==> src/rtl/rtla_capture_sequencer.sv <==
// Capture sequencer for a ring-buffer logic analyzer: arms a capture,
// waits for completion, then streams the frozen buffer to the host as
// 32-bit words, oldest sample first, least-significant word first.
//
// Ports:
//   clk, reset              clock, asynchronous active-high reset
//   cmd_valid/cmd_ready     host command handshake (cmd_ready always 1)
//   cmd_op                  00 nop, 01 arm, 10 dump, 11 abort
//   la_clear                one-cycle pulse restarting pre-trigger capture
//   la_done                 capture complete, buffer frozen (level)
//   la_start_addr           oldest sample address in the ring
//   la_read_addr            buffer read address
//   la_read_data            buffer data, one cycle after la_read_addr
//   out_valid/out_ready     host stream handshake
//   out_data, out_last      stream word, end-of-dump marker
//   busy, triggered, err    status: not idle, capture held, command rejected

module rtla_capture_sequencer #(
    parameter int DATA_WIDTH = 128,
    parameter int ADDR_WIDTH = 9
) (
    input  logic                  clk,
    input  logic                  reset,
    input  logic                  cmd_valid,
    output logic                  cmd_ready,
    input  logic [1:0]            cmd_op,
    output logic                  la_clear,
    input  logic                  la_done,
    input  logic [ADDR_WIDTH-1:0] la_start_addr,
    output logic [ADDR_WIDTH-1:0] la_read_addr,
    input  logic [DATA_WIDTH-1:0] la_read_data,
    output logic                  out_valid,
    input  logic                  out_ready,
    output logic [31:0]           out_data,
    output logic                  out_last,
    output logic                  busy,
    output logic                  triggered,
    output logic                  err
);

    localparam int WORDS = DATA_WIDTH / 32;
    localparam int IW    = (WORDS > 1) ? $clog2(WORDS) : 1;

    localparam logic [IW-1:0]       LAST_IDX    = IW'(WORDS - 1);
    localparam logic [ADDR_WIDTH:0] LAST_SAMPLE = {1'b0, {ADDR_WIDTH{1'b1}}};

    localparam logic [1:0] OP_ARM   = 2'b01;
    localparam logic [1:0] OP_DUMP  = 2'b10;
    localparam logic [1:0] OP_ABORT = 2'b11;

    typedef enum logic [2:0] {
        S_IDLE,
        S_ARM,
        S_WAIT_TRIG,
        S_READ,
        S_LOAD,
        S_SEND
    } state_t;

    state_t state;
    state_t state_next;

    logic [ADDR_WIDTH-1:0] base;
    // One extra bit so the final sample index never wraps back to zero.
    logic [ADDR_WIDTH:0]   sample_count;
    logic [IW-1:0]         word_idx;
    logic [DATA_WIDTH-1:0] shift;
    logic [DATA_WIDTH-1:0] shift_next;
    logic                  abort_pending;

    logic cmd_fire;
    logic is_arm;
    logic is_dump;
    logic is_abort;
    logic reject;
    logic word_done;
    logic last_word;
    logic final_sample;
    logic abort_hit;

    assign cmd_ready = 1'b1;
    assign cmd_fire  = cmd_valid & cmd_ready;
    assign is_arm    = cmd_fire && (cmd_op == OP_ARM);
    assign is_dump   = cmd_fire && (cmd_op == OP_DUMP);
    assign is_abort  = cmd_fire && (cmd_op == OP_ABORT);

    assign reject = (is_arm && (state != S_IDLE)) ||
                    (is_dump && ((state != S_IDLE) || !triggered));

    assign word_done    = (state == S_SEND) && out_valid && out_ready;
    assign last_word    = (word_idx == LAST_IDX);
    assign final_sample = (sample_count == LAST_SAMPLE);
    assign abort_hit    = is_abort || abort_pending;

    assign shift_next = shift >> 32;

    assign la_read_addr = base + sample_count[ADDR_WIDTH-1:0];
    assign busy         = (state != S_IDLE);

    always_ff @(posedge clk or posedge reset) begin
        if (reset) begin
            state <= S_IDLE;
        end else begin
            state <= state_next;
        end
    end

    always_comb begin
        state_next = state;
        unique case (state)
            S_IDLE: begin
                if (is_arm) begin
                    state_next = S_ARM;
                end else if (is_dump && triggered) begin
                    state_next = S_READ;
                end
            end
            S_ARM: begin
                state_next = is_abort ? S_IDLE : S_WAIT_TRIG;
            end
            S_WAIT_TRIG: begin
                if (is_abort || la_done) begin
                    state_next = S_IDLE;
                end
            end
            S_READ: begin
                state_next = is_abort ? S_IDLE : S_LOAD;
            end
            S_LOAD: begin
                state_next = is_abort ? S_IDLE : S_SEND;
            end
            S_SEND: begin
                // An abort never cuts a presented word short; it only
                // takes effect once that word has been accepted.
                if (word_done) begin
                    if (last_word && final_sample) begin
                        state_next = S_IDLE;
                    end else if (abort_hit) begin
                        state_next = S_IDLE;
                    end else if (last_word) begin
                        state_next = S_READ;
                    end
                end
            end
            default: begin
                state_next = S_IDLE;
            end
        endcase
    end

    always_ff @(posedge clk or posedge reset) begin
        if (reset) begin
            la_clear      <= 1'b0;
            err           <= 1'b0;
            triggered     <= 1'b0;
            base          <= '0;
            sample_count  <= '0;
            word_idx      <= '0;
            shift         <= '0;
            abort_pending <= 1'b0;
            out_valid     <= 1'b0;
            out_data      <= '0;
            out_last      <= 1'b0;
        end else begin
            la_clear <= (state == S_IDLE) && is_arm;
            err      <= reject;

            if ((state == S_IDLE) && is_arm) begin
                triggered <= 1'b0;
            end else if ((state == S_WAIT_TRIG) && la_done && !is_abort) begin
                triggered <= 1'b1;
            end

            if ((state == S_IDLE) && is_dump && triggered) begin
                base         <= la_start_addr;
                sample_count <= '0;
            end

            abort_pending <= (state == S_SEND) &&
                             (state_next == S_SEND) &&
                             abort_hit;

            if ((state == S_LOAD) && (state_next == S_SEND)) begin
                shift     <= la_read_data;
                out_data  <= la_read_data[31:0];
                out_valid <= 1'b1;
                word_idx  <= '0;
                out_last  <= (WORDS == 1) && final_sample;
            end

            if (word_done) begin
                if (state_next == S_SEND) begin
                    shift    <= shift_next;
                    out_data <= shift_next[31:0];
                    word_idx <= word_idx + IW'(1);
                    out_last <= ((word_idx + IW'(1)) == LAST_IDX) &&
                                final_sample;
                end else begin
                    out_valid <= 1'b0;
                    out_last  <= 1'b0;
                end
                if (state_next == S_READ) begin
                    sample_count <= sample_count + 1'b1;
                end
            end
        end
    end

endmodule

==> config.mk <==
export PLATFORM = sky130hd
export DESIGN_NAME = rtla_capture_sequencer
export DESIGN_NICKNAME = d
export VERILOG_FILES = /design/src/rtl/rtla_capture_sequencer.sv
export SDC_FILE = /design/constraint.sdc
export NUM_CORES = 1
export LEC_CHECK = 0
export CELL_PAD_IN_SITES_DETAIL_PLACEMENT = 1
export CELL_PAD_IN_SITES_GLOBAL_PLACEMENT = 2
export CORE_ASPECT_RATIO = 1.75
export CORE_UTILIZATION = 26
export CTS_BUF_LIST = sky130_fd_sc_hd__clkbuf_8
export CTS_CLUSTER_SIZE = 24
export DETAILED_ROUTE_END_ITERATION = 10
export PLACE_DENSITY_LB_ADDON = 0.1
export SLEW_MARGIN = 20
export SYNTH_ARGS = -nofsm -noshare
export SYNTH_HDL_FRONTEND = slang
export SYNTH_SLANG_ARGS = --single-unit
==> constraint.sdc <==
create_clock -name clk -period 5.4 [get_ports clk]
set_input_delay 1.08 -clock clk [delete_from_list [all_inputs] [get_ports clk]]
set_output_delay 1.08 -clock clk [all_outputs]
set_load 0.005 [all_outputs]
Word level (Yosys, flattened, before mapping)

Index checks and enable logic that the tools add are counted.

$add $sub $neg: 3
Equality and inequality tests: 13
Multiplexer cells: 31
Reductions and logical operators: 28

Operator list:

| kind                                           | number |
|---|---|
| 2-to-1 mux 128 bit                             | 3 |
| 2-to-1 mux 32 bit                              | 3 |
| 2-to-1 mux 10 bit                              | 3 |
| 2-to-1 mux 3 bit                               | 9 |
| logical AND 1 bit                              | 18 |
| case mux 3 bit (6 select lines)                | 1 |
| adder 10 x 1 -> 10 bit, second input constant  | 1 |
| == test 10 x 9 -> 1 bit, second input constant | 1 |
| adder 9 bit                                    | 1 |
| == test 3 x 2 -> 1 bit, second input constant  | 3 |
| == test 3 bit, second input constant           | 3 |
| == test 2 bit, second input constant           | 4 |
| 2-to-1 mux 1 bit                               | 8 |
| 2-to-1 mux 2 bit                               | 4 |
| logical OR 1 bit                               | 4 |
| nonzero test 2 bit                             | 2 |
| == test 3 x 1 -> 1 bit, second input constant  | 1 |
| logical NOT 3 bit                              | 1 |
| nonzero test 3 bit                             | 1 |
| adder 2 x 1 -> 2 bit, second input constant    | 1 |
| == test 2 x 1 -> 1 bit, second input constant  | 1 |
| logical NOT 1 bit                              | 2 |

Flip-flop bits (word level): 190
Input port bits: 144
Output and inout port bits: 48
Logic and storage cells: 87

Depth between registers and ports, before layout

Gate-level depths: netlist (run 1).

Depth in word-level cells: 12
Gate-level depth with buffers: 8
Mapped depth without buffers: 8

Worst setup path before layout (run 1)

No wires, ideal clock.

Path kind: reg-to-output
From: register sample_count[0]
To: output la_read_addr[8]
Data arrival time: 1.635 ns
Data required time: 4.320 ns
Slack: 2.685 ns
Stages on the path, launching flop included: 9
Path buffers: 0
Cells stage by stage: dfrtp_1 -> ha_1 -> inv_1 -> fa_1 -> nor2b_1 -> o2111ai_1 -> nand3_1 -> o41ai_1 -> xnor2_1

Cells in the longest elaborated chain, start to end: 1

Ends and longest elaborated chain:

| what                   | line | source |
|---|---|---|
| from (decl)            | 65   | `logic [ADDR_WIDTH:0] sample_count;` |
| from (signal assigned) | 203  | `sample_count <= sample_count + 1'b1;` |
| adder 9 bit            | 97   | `assign la_read_addr = base + sample_count[ADDR_WIDTH-1:0];` |
| to (decl)              | 30   | `output logic [ADDR_WIDTH-1:0] la_read_addr,` |

No other way between the ends.

Final worst setup path (run 1)

Same ends and word-level chain as after synthesis.

==> results.sh, run 1 <==
export IMPL_track_usage_pct=17.1
export IMPL_worstSkewPairLatency_ns=0.48
export IMPL_portBuffers=190
export IMPL_post_drt_wl_per_cell_um=16.6
export IMPL_layout_drive_gt1_share_pct=4.37
export IMPL_clock_sinks=158
export IMPL_final_nets=1175
export IMPL_synth_net_count=1019
export IMPL_regToRegSetupSlack_ns=2.86
export IMPL_chipWidth_um=129
export IMPL_final_cell_mix="nand2_1, clkdlybuf4s50_1, dfrtp_1, nor2_1, a31oi_1"
export IMPL_tightest_slew_ns=0.979
export IMPL_fin_util_pct=36.2
export IMPL_final_seq_area_um2=3950
export IMPL_dp_worst_setup_slack_ns=1.66
export IMPL_firstDrtPassIters=4
export IMPL_layout_commonest_cell="nand2_1"
export IMPL_hp_start="sample_count[9]"
export IMPL_maxSlewHeadroom_pct=34.7
export IMPL_synth_seq_cells=158
export IMPL_antenna_found_initial=2
export IMPL_numCtsBuffers=17
export IMPL_place_gp_congestion=0.710
export IMPL_initial_utilization_pct=26.6
export IMPL_power_density_nw_per_um2=453
export IMPL_die_h_um=224
export IMPL_yosysTopAreaCellShare_pct=54.1
export IMPL_synthTopCellsByArea="dfrtp_1, nand2_1, a31oi_1"
export IMPL_power_leakage_nw=4.33
export IMPL_synth_top_cell_by_area="dfrtp_1"
export IMPL_cts_reportedPaths_clkPinSlew_ns=0.09
export IMPL_setup_tns_ns=0
export IMPL_cts_root_buf="clkbuf_8"
export IMPL_cts_resized=0
export IMPL_ys_async_sr_fraction_pct=100
export IMPL_period_share_pct=73.1
export IMPL_setup_viol=0
export IMPL_ant_nets=0
export IMPL_vias_per_cell=4.67
export IMPL_post_dp_hpwl_um=15800
export IMPL_cp_max_fo=6
export IMPL_cts_tree="built"
export IMPL_hold_violations=0
export IMPL_overflow=0
export IMPL_post_cts_buffers=0
export IMPL_fmax_ghz=0.253
export IMPL_cp_arrival_ns=2.87
export IMPL_hold_depth=1
export IMPL_clock_tree_buffer_depth=2
export IMPL_finalWirelength_um=23300
export IMPL_drcViolationCount=0
export IMPL_grt_pass1_wl_um=37500
export IMPL_layout_setup_ws_ns=1.45
export IMPL_coreArea_um2=27400
export IMPL_hold_class="register to register"
export IMPL_synthFlopType="dfrtp_1"
export IMPL_finClkSkew_ns=0.0110
export IMPL_vias=6530
export IMPL_area_growth_pct=35.9
export IMPL_crit_path_start_kind="register"
export IMPL_rows=80
export IMPL_vdd_ir_drop_max_mv=0.149
export IMPL_r2r_start="sample_count[0]"
export IMPL_antennaDiodeCount=0
export IMPL_path_class="register to output port"
export IMPL_worstRegToRegCells=6
export IMPL_reg2reg_to="sample_count[3]"
export IMPL_drv_slew=0
export IMPL_multi_input_area_um2=3070
export IMPL_fin_crit_ns=3.95
export IMPL_htreeDepth=4
export IMPL_crit_required_ns=4.32
export IMPL_maxCapViolCount=0
export IMPL_synth_warnings=0
export IMPL_postSynthAreaPerCell_um2=8.46
export IMPL_grt_max_degree=98
export IMPL_ioPinCount=192
export IMPL_holdPathEnd="sample_count[9]"
export IMPL_syn_cell_area_um2=7300
export IMPL_synth_edff_count=0
export IMPL_die_area_um2=28800
export IMPL_syn_inst=863
export IMPL_rsz0062_at_grt="no"
export IMPL_cts_hold_buffers=0
export IMPL_drtIter0Drc=220
export IMPL_status="complete, no violations"
export IMPL_grt_pass1_vias=6847
export IMPL_synth_seq_area_share_pct=54.1
export IMPL_ys_types=43
export IMPL_end_kind="output port"
export IMPL_fillCellCount=3257
kinds of logic after synthesis:
family                     count (synthesis)  synth area share, %
and+or+nand+nor                          452                 24.8
AOI/OAI and AO/OA                        161                 13.5
DFF                                      158                 54.1
buffers and inverters                     70                 4.27
adders and majority gates                 12                 2.16
xor gates and xnor gates                   8                0.959
other                                      1               0.0513
muxes                                      1                0.137
state kept, by name, indices dropped and copies added, names as in the netlist:
register and count:
word_idx 2, out_valid 1, base 9, sample_count 10, out_last 1, la_clear 1, triggered 1, abort_pending 1
out_data 32, shift 96, state 3, err 1
power by group:
group / internal [mW] / leakage, nW / switching [mW]
sequential: 1.70 / 1.98 / 0.300
clock: 0.489 / 0.214 / 0.447
combinational: 0.816 / 2.13 / 0.744
total: 3.01 / 4.33 / 1.49
layout make-up:
class                   count  share of cell area (%)
flip-flops and latches    158                    39.8
multi-input cells         635                    30.9
repair buffers            197                    20.1
well taps                 369                    4.65
clock buffers              24                    3.33
clock inverters             6                   0.819
inverters                  10                   0.429
cells in the mapped netlist, types with 3 or more instances:
| master | n |
|---|---|
| nand2_1 | 298 |
| and3_1 | 3 |
| o31ai_1 | 3 |
| nand3b_1 | 4 |
| o211ai_1 | 6 |
| nor3_1 | 4 |
| nor2_1 | 107 |
| buf_2 | 30 |
| nand3_1 | 18 |
| buf_4 | 3 |
| ha_1 | 11 |
| inv_1 | 10 |
| clkbuf_1 | 24 |
| or3_1 | 4 |
| o311ai_0 | 3 |
| a21oi_1 | 35 |
| a31oi_1 | 96 |
| xnor2_1 | 6 |
| o41ai_1 | 4 |
| o21ai_0 | 8 |
| buf_1 | 3 |
| dfrtp_1 | 158 |
worst max path at each step:
stage / end / slack (ns) / cells past startpoint / start
6_report: la_read_addr[8] / 1.45 / 9 / sample_count[0]
2_1_floorplan: abort_pending / 0.06 / 1 / reset
3_5_place_dp: shift[58] / 1.66 / 7 / cmd_op[0]
3_3_place_gp: shift[86] / 1.71 / 7 / cmd_op[0]
4_1_cts: la_read_addr[8] / 1.33 / 9 / sample_count[0]
5_1_grt: la_read_addr[8] / 1.21 / 9 / sample_count[0]
metal layers:
metal,vias up,GRT usage [%],wire [um]
li1,3196,-,-
met1,3179,19.7,9740
met3,22,4.30,923
met2,129,30.8,12300
met5,-,0,26
met4,4,4.90,253
through the flow:
| step | hold WS [ns] | area [um2] | power [mW] | std cells |
|---|---|---|---|---|
| finish | 0.475 | 9930 | 4.50 | 1399 |
| global route | 0.499 | 9930 | 4.88 | 1399 |
| detailed placement | 0.466 | 9520 | 3.63 | 1369 |
| global placement | 0.461 | 9520 | 3.59 | 1369 |
| CTS | 0.478 | 9930 | 4.60 | 1399 |
| floorplan | 0.439 | 7300 | 2.87 | 863 |
critical path: stages (launching register included):
cell and delay, ns:
dfrtp_1 0.45, ha_1 0.23, inv_1 0.07, fa_1 0.22
nor2b_1 0.08, o2111ai_1 0.18, nand3_1 0.11, o41ai_1 0.38
xnor2_1 0.16, clkdlybuf4s50_1 0.51
Power figures use the tool's default switching activity.
==> inputs of run 2 (changes only) <==
==> constraint.sdc (replaced) <==
create_clock -name clk -period 3.4 [get_ports clk]
set_input_delay 0.68 -clock clk [delete_from_list [all_inputs] [get_ports clk]]
set_output_delay 0.68 -clock clk [all_outputs]
set_load 0.005 [all_outputs]
==> results.sh, run 2 (same netlist as run 1, synthesis figures left out) <==
export IMPL_power_density_nw_per_um2=696
export IMPL_period_share_pct=95.1
export IMPL_holdWs_ns=0.492
export IMPL_clock_tree_buffer_depth=2
export IMPL_m1WireLength_um=9460
export IMPL_cp_arrival_ns=2.55
export IMPL_maxSlewHeadroom_pct=49.4
export IMPL_tightest_slew_ns=0.757
export IMPL_grt_max_degree=74
export IMPL_route_met3_wl_um=988
export IMPL_layout_drive_gt1_share_pct=6.39
export IMPL_layout_commonest_cell="nand2_1"
export IMPL_drcViolationCount=0
export IMPL_coreArea_um2=27400
export IMPL_initial_utilization_pct=26.6
export IMPL_vdd_ir_drop_max_mv=0.365
export IMPL_dr_wl_met2_um=13200
export IMPL_die_h_um=224
export IMPL_ioPinCount=192
export IMPL_ant_nets=0
export IMPL_hold_depth=1
export IMPL_final_nets=1193
export IMPL_worstRegToRegCells=7
export IMPL_fmax_ghz=0.309
export IMPL_path_class="register to output port"
export IMPL_worstSkewPairLatency_ns=0.48
export IMPL_htreeDepth=4
export IMPL_area_growth_pct=39.3
export IMPL_swShare_pct=33.9
export IMPL_layout_setup_ws_ns=0.168
export IMPL_cts_reportedPaths_clkPinSlew_ns=0.09
export IMPL_cts_tree="built"
export IMPL_vias_per_cell=4.60
export IMPL_die_area_um2=28800
export IMPL_maxCapViolCount=0
export IMPL_post_drt_wl_per_cell_um=16.9
export IMPL_firstDrtPassIters=4
export IMPL_cts_hold_buffers=0
export IMPL_switching_power_mw=2.40
export IMPL_drv_slew=0
export IMPL_setup_viol=0
export IMPL_largest_register="shift"
export IMPL_hold_class="register to register"
export IMPL_post_dp_hpwl_um=16900
export IMPL_p_comb_share_pct=36.4
export IMPL_fin_util_pct=37.1
export IMPL_final_cell_mix="nand2_1, clkdlybuf4s50_1, dfrtp_1, nor2_1, a31oi_1"
export IMPL_critical_path_max_stage_delay_ns=0.51
export IMPL_reg_largest_list="shift x96, out_data x32, sample_count x10"
export IMPL_dp_worst_setup_slack_ns=0.399
export IMPL_power_leakage_nw=4.47
export IMPL_p_int_mw=4.68
export IMPL_total_power_mw=7.08
export IMPL_numCtsBuffers=17
export IMPL_grt_pass1_wl_um=38300
export IMPL_cp_max_fo=2
export IMPL_antenna_found_initial=4
export IMPL_slowest_stage="clkdlybuf4s50_1"
export IMPL_largest_register_ffs=96
export IMPL_hold_violations=0
export IMPL_rows=80
export IMPL_chipWidth_um=129
export IMPL_clock_sinks=158
export IMPL_crit_path_start_kind="register"
export IMPL_finClkSkew_ns=0.0103
export IMPL_overflow=0
export IMPL_fin_crit_ns=3.23
export IMPL_end_kind="output port"
export IMPL_grt_pass1_vias=7086
export IMPL_top_layer="met5"
export IMPL_vias=6539
export IMPL_path_cells="ha_2, inv_1, fa_2, nor2b_2, o2111ai_1, nand3_1, nor2_1, xnor2_1, clkdlybuf4s50_1"
export IMPL_clkPwrFrac_pct=18.8
export IMPL_drtIter0Drc=256
export IMPL_pwr_share_seq_pct=44.8
export IMPL_crit_required_ns=2.72
export IMPL_place_gp_congestion=0.750
export IMPL_status="complete, no violations"
export IMPL_cts_root_buf="clkbuf_8"
export IMPL_finalWirelength_um=24000
export IMPL_track_usage_pct=17.6
export IMPL_portBuffers=190
run 2: cell types whose count changed in the layout (fill, tap and decap cells not counted), moves of 3 or more:
| cell | change |
|---|---|
| buf_4 | +7 |
| diode_2 | +3 |
| clkinv_2 | +3 |
| buf_12 | +11 |
| inv_1 | +3 |
| clkbuf_8 | -4 |
run 2: what timing repair did:
| item | CTS | global route |
|---|---|---|
| setup buffers | 1 | 0 |
| cloned | 0 | 0 |
| setup endpoints to repair | 3 | 3 |
| pin swaps | 3 | 2 |
| gates resized for setup | 4 | 3 |
run 2: power groups by stage:
| stage | clock, mW | combinational [mW] | sequential, mW |
|---|---|---|---|
| after floorplan | 0 | 1.47 | 3.10 |
| after global placement | 0 | 2.57 | 3.20 |
| after detailed placement | 0 | 2.64 | 3.21 |
| after CTS | 1.40 | 2.65 | 3.18 |
| after global routing | 1.47 | 2.92 | 3.29 |
| final | 1.33 | 2.58 | 3.17 |
run 2: final cells by class:
type / count / area [um2]
Tap cell: 369 / 462
Multi-Input combinational cell: 635 / 3090
Antenna cell: 3 / 7.51
Clock buffer: 20 / 275
Clock inverter: 11 / 77.6
Inverter: 10 / 41.3
Timing Repair Buffer: 215 / 2260
Sequential cell: 158 / 3950
Fill cell: 3279 / 17300
run 2: metal layers:
layer | GRT usage [%] | vias up
met5 | 0 | -
met4 | 6.49 | 2
met3 | 4.28 | 17
met2 | 32.0 | 131
met1 | 19.4 | 3159
li1 | - | 3230
run 2: final timing paths:
path | start | to | slack [ns]
worst max-delay path | sample_count[0] | la_read_addr[6] | 0.17
worst min-delay path | sample_count[9] | sample_count[9] | 0.49
worst max register to register | sample_count[0] | sample_count[3] | 0.95
worst min register to register | sample_count[9] | sample_count[9] | 0.49
max in group asynchronous | reset | shift[104] | 2.03
min in group asynchronous | reset | base[4] | 0.68
run 2: critical path: cells and delay by family, from the launching register on:
kind | cells | cell delay [ns]
adder cells (fa/ha/maj) | 2 | 0.56
AO/OA/AOI/OAI | 1 | 0.12
flip-flops | 1 | 0.37
XOR/XNOR | 1 | 0.13
buffers and inverters | 2 | 0.57
AND/OR/NAND/NOR | 3 | 0.35
run 2: metrics by stage:
stage	TNS, ns	instances	area (um2)
after global routing	-0.00483	1421	10200
after CTS	0	1418	10200
after detailed placement	0	1386	9780
after floorplan	0	863	7310
final	0	1421	10200
after global placement	0	1386	9780
==> inputs of run 3 (changes only) <==
--- a/config.mk
+++ b/config.mk
@@ -5,10 +5,11 @@
 export SDC_FILE = /design/constraint.sdc
 export NUM_CORES = 1
 export LEC_CHECK = 0
+export ABC_AREA = 1
 export CELL_PAD_IN_SITES_DETAIL_PLACEMENT = 1
 export CELL_PAD_IN_SITES_GLOBAL_PLACEMENT = 2
 export CORE_ASPECT_RATIO = 1.75
-export CORE_UTILIZATION = 26
+export CORE_UTILIZATION = 27
 export CTS_BUF_LIST = sky130_fd_sc_hd__clkbuf_8
 export CTS_CLUSTER_SIZE = 24
 export DETAILED_ROUTE_END_ITERATION = 10
==> results.sh, run 3 <==
export IMPL_status="complete, no violations"
export IMPL_path_cells="ha_1, inv_1, fa_2, o21ai_4, nand4_1, o211ai_1, xnor2_1, clkdlybuf4s50_1"
export IMPL_path_depth=8
export IMPL_track_usage_pct=17.2
export IMPL_grt_pass1_vias=7275
export IMPL_grt_max_degree=67
export IMPL_reg_largest_list="shift x96, out_data x32, sample_count x10"
export IMPL_final_nets=1319
export IMPL_period_share_pct=95.5
export IMPL_portBuffers=190
export IMPL_vdd_ir_drop_max_mv=0.322
export IMPL_crit_required_ns=2.72
export IMPL_critical_path_max_stage_delay_ns=0.52
export IMPL_cts_hold_buffers=0
export IMPL_htreeDepth=4
export IMPL_instances_no_fill=1554
export IMPL_clkPwrFrac_pct=20.9
export IMPL_fillCellCount=3417
export IMPL_drv_slew=0
export IMPL_setup_tns_ns=0
export IMPL_worstSkewPairLatency_ns=0.49
export IMPL_clock_tree_buffer_depth=2
export IMPL_cp_arrival_ns=2.57
export IMPL_overflow=0
export IMPL_power_leakage_nw=5.37
export IMPL_final_cell_mix="nand2_1, clkdlybuf4s50_1, dfrtp_1, inv_1, nand3_1"
export IMPL_yosysTopAreaCellShare_pct=49.6
export IMPL_maxCapViolCount=0
export IMPL_post_drt_wl_per_cell_um=16.1
export IMPL_antennaDiodeCount=0
export IMPL_rows=82
export IMPL_numCtsBuffers=17
export IMPL_rsz0062_at_grt="no"
export IMPL_finClkSkew_ns=0.0114
export IMPL_hold_depth=2
export IMPL_slowest_stage="clkdlybuf4s50_1"
export IMPL_hold_class="register to register"
export IMPL_power_density_nw_per_um2=749
export IMPL_drcViolationCount=0
export IMPL_ant_nets=0
export IMPL_synth_seq_cells=158
export IMPL_clock_sinks=158
export IMPL_path_class="register to output port"
export IMPL_synth_warnings=0
export IMPL_ioPinCount=192
export IMPL_end_kind="output port"
export IMPL_regToRegSetupSlack_ns=1.23
export IMPL_largest_register_ffs=96
export IMPL_maxSlewHeadroom_pct=44.1
export IMPL_setup_viol=0
export IMPL_ys_async_sr_fraction_pct=100
export IMPL_initial_utilization_pct=27.7
export IMPL_worstRegToRegCells=9
export IMPL_vias_per_cell=4.45
export IMPL_switching_power_mw=2.82
export IMPL_layout_commonest_cell="nand2_1"
export IMPL_dpl_cell_area_um2=10300
export IMPL_antenna_found_initial=0
export IMPL_layout_drive_gt1_share_pct=9.86
export IMPL_p_comb_share_pct=39.0
export IMPL_synth_edff_count=0
export IMPL_final_cell_area_um2=10800
export IMPL_largest_register="shift"
export IMPL_crit_path_start_kind="register"
export IMPL_synthTopCellsByArea="dfrtp_1, nand2_1, nand3_1"
export IMPL_dp_cells=1520
export IMPL_vias=6912
export IMPL_pwr_share_seq_pct=40.1
export IMPL_postSynthAreaPerCell_um2=8.09
export IMPL_die_h_um=229
export IMPL_hold_violations=0
export IMPL_synth_net_count=1142
export IMPL_ys_types=33
export IMPL_die_area_um2=30300
export IMPL_fin_crit_ns=3.25
export IMPL_synth_seq_area_share_pct=49.6
export IMPL_holdWs_ns=0.479
export IMPL_grt_pass1_wl_um=40300
export IMPL_chipWidth_um=132
export IMPL_place_gp_congestion=0.718
export IMPL_firstDrtPassIters=6
export IMPL_cts_root_buf="clkbuf_8"
export IMPL_finalWirelength_um=25000
export IMPL_fmax_ghz=0.308
export IMPL_syn_inst=986
export IMPL_drtIter0Drc=278
export IMPL_tightest_slew_ns=0.837
export IMPL_critPathBufInv=2
export IMPL_p_int_mw=5.25
export IMPL_coreArea_um2=28800
export IMPL_crit_family="buffers and inverters"
export IMPL_area_growth_pct=35.1
export IMPL_cp_max_fo=3
export IMPL_synth_top_cell_by_area="dfrtp_1"
export IMPL_cts_reportedPaths_clkPinSlew_ns=0.09
export IMPL_yosysMostFrequentCell="nand2_1"
export IMPL_swShare_pct=35.0
export IMPL_syn_cell_area_um2=7980
export IMPL_post_dp_hpwl_um=17500
export IMPL_synthFlopType="dfrtp_1"
export IMPL_synth_common_cells="nand2_1, dfrtp_1, inv_1, nand3_1, nor2_1"
export IMPL_cts_tree="built"
export IMPL_total_power_mw=8.07
run 3: cell types whose count changed in the layout (fill, tap and decap cells not counted), moves of 7 or more:
cell	previous run	this run
o21ai_2	0	29
nand2_1	297	243
inv_1	13	121
a31oi_1	96	0
inv_2	0	7
o21ai_0	8	63
nor3_1	4	36
nand3_2	0	9
nand3_1	17	105
a21oi_1	34	11
o21ai_1	2	14
nor2_1	107	88
run 3: power by group through the flow:
stage          Clock (mW)  Combinational [mW]  Sequential [mW]
2_1_floorplan           0                1.99             3.15
3_3_place_gp            0                3.11             3.26
3_5_place_dp            0                3.20             3.28
4_1_cts              1.77                3.22             3.24
5_1_grt              1.83                3.62             3.35
6_report             1.69                3.15             3.23
run 3: timing repair:
item                       in CTS  in global routing
pin swaps                       1                  0
gates resized for setup         3                  3
setup buffers                   2                  0
setup endpoints to repair       3                  2
run 3: layout make-up:
type | instances | area, um2 | area share, %
multi-input cells | 642 | 3200 | 29.7
flip-flops and latches | 158 | 3960 | 36.7
clock inverters | 11 | 185 | 1.72
inverters | 131 | 503 | 4.67
repair buffers | 213 | 2170 | 20.2
well taps | 378 | 473 | 4.39
clock buffers | 21 | 289 | 2.68
run 3: routing by layer:
| metal | GRT usage [%] | vias to the layer above | share of wire (%) |
|---|---|---|---|
| li1 | - | 3455 | - |
| met1 | 21.0 | 3314 | 44 |
| met2 | 30.1 | 128 | 50 |
| met3 | 3.76 | 15 | 4.1 |
| met4 | 5.23 | 0 | 1.1 |
| met5 | 0 | - | 0 |
run 3: per-stage QoR:
| step | util (%) | setup WS (ns) |
|---|---|---|
| final | 37.4 | 0.154 |
| after global routing | 37.4 | 0.0110 |
| after CTS | 37.3 | 0.0341 |
| after detailed placement | 35.6 | 0.235 |
| after global placement | 35.6 | 0.274 |
| after floorplan | - | 0.719 |
run 3: path summary, 6_finish.rpt:
path,end,startpoint
worst max-delay path,la_read_addr[8],base[0]
worst min-delay path,shift[51],shift[83]
worst max register to register,sample_count[9],state[0]
worst min register to register,shift[51],shift[83]
max in group asynchronous,shift[52],reset
min in group asynchronous,out_data[1],reset
run 3: kinds of logic after synthesis:
family / synth area share, %
buffers and inverters: 10.8
and+or+nand+nor: 27.2
DFF: 49.6
AOI/OAI and AO/OA: 9.36
xor gates and xnor gates: 1.10
other: 0.0470
adders and majority gates: 1.98
run 3: worst min-delay path, cell delays in order (launching register included):
cell,delay [ns]
dfrtp_1,0.35
o21ai_1,0.07
inv_1,0.05
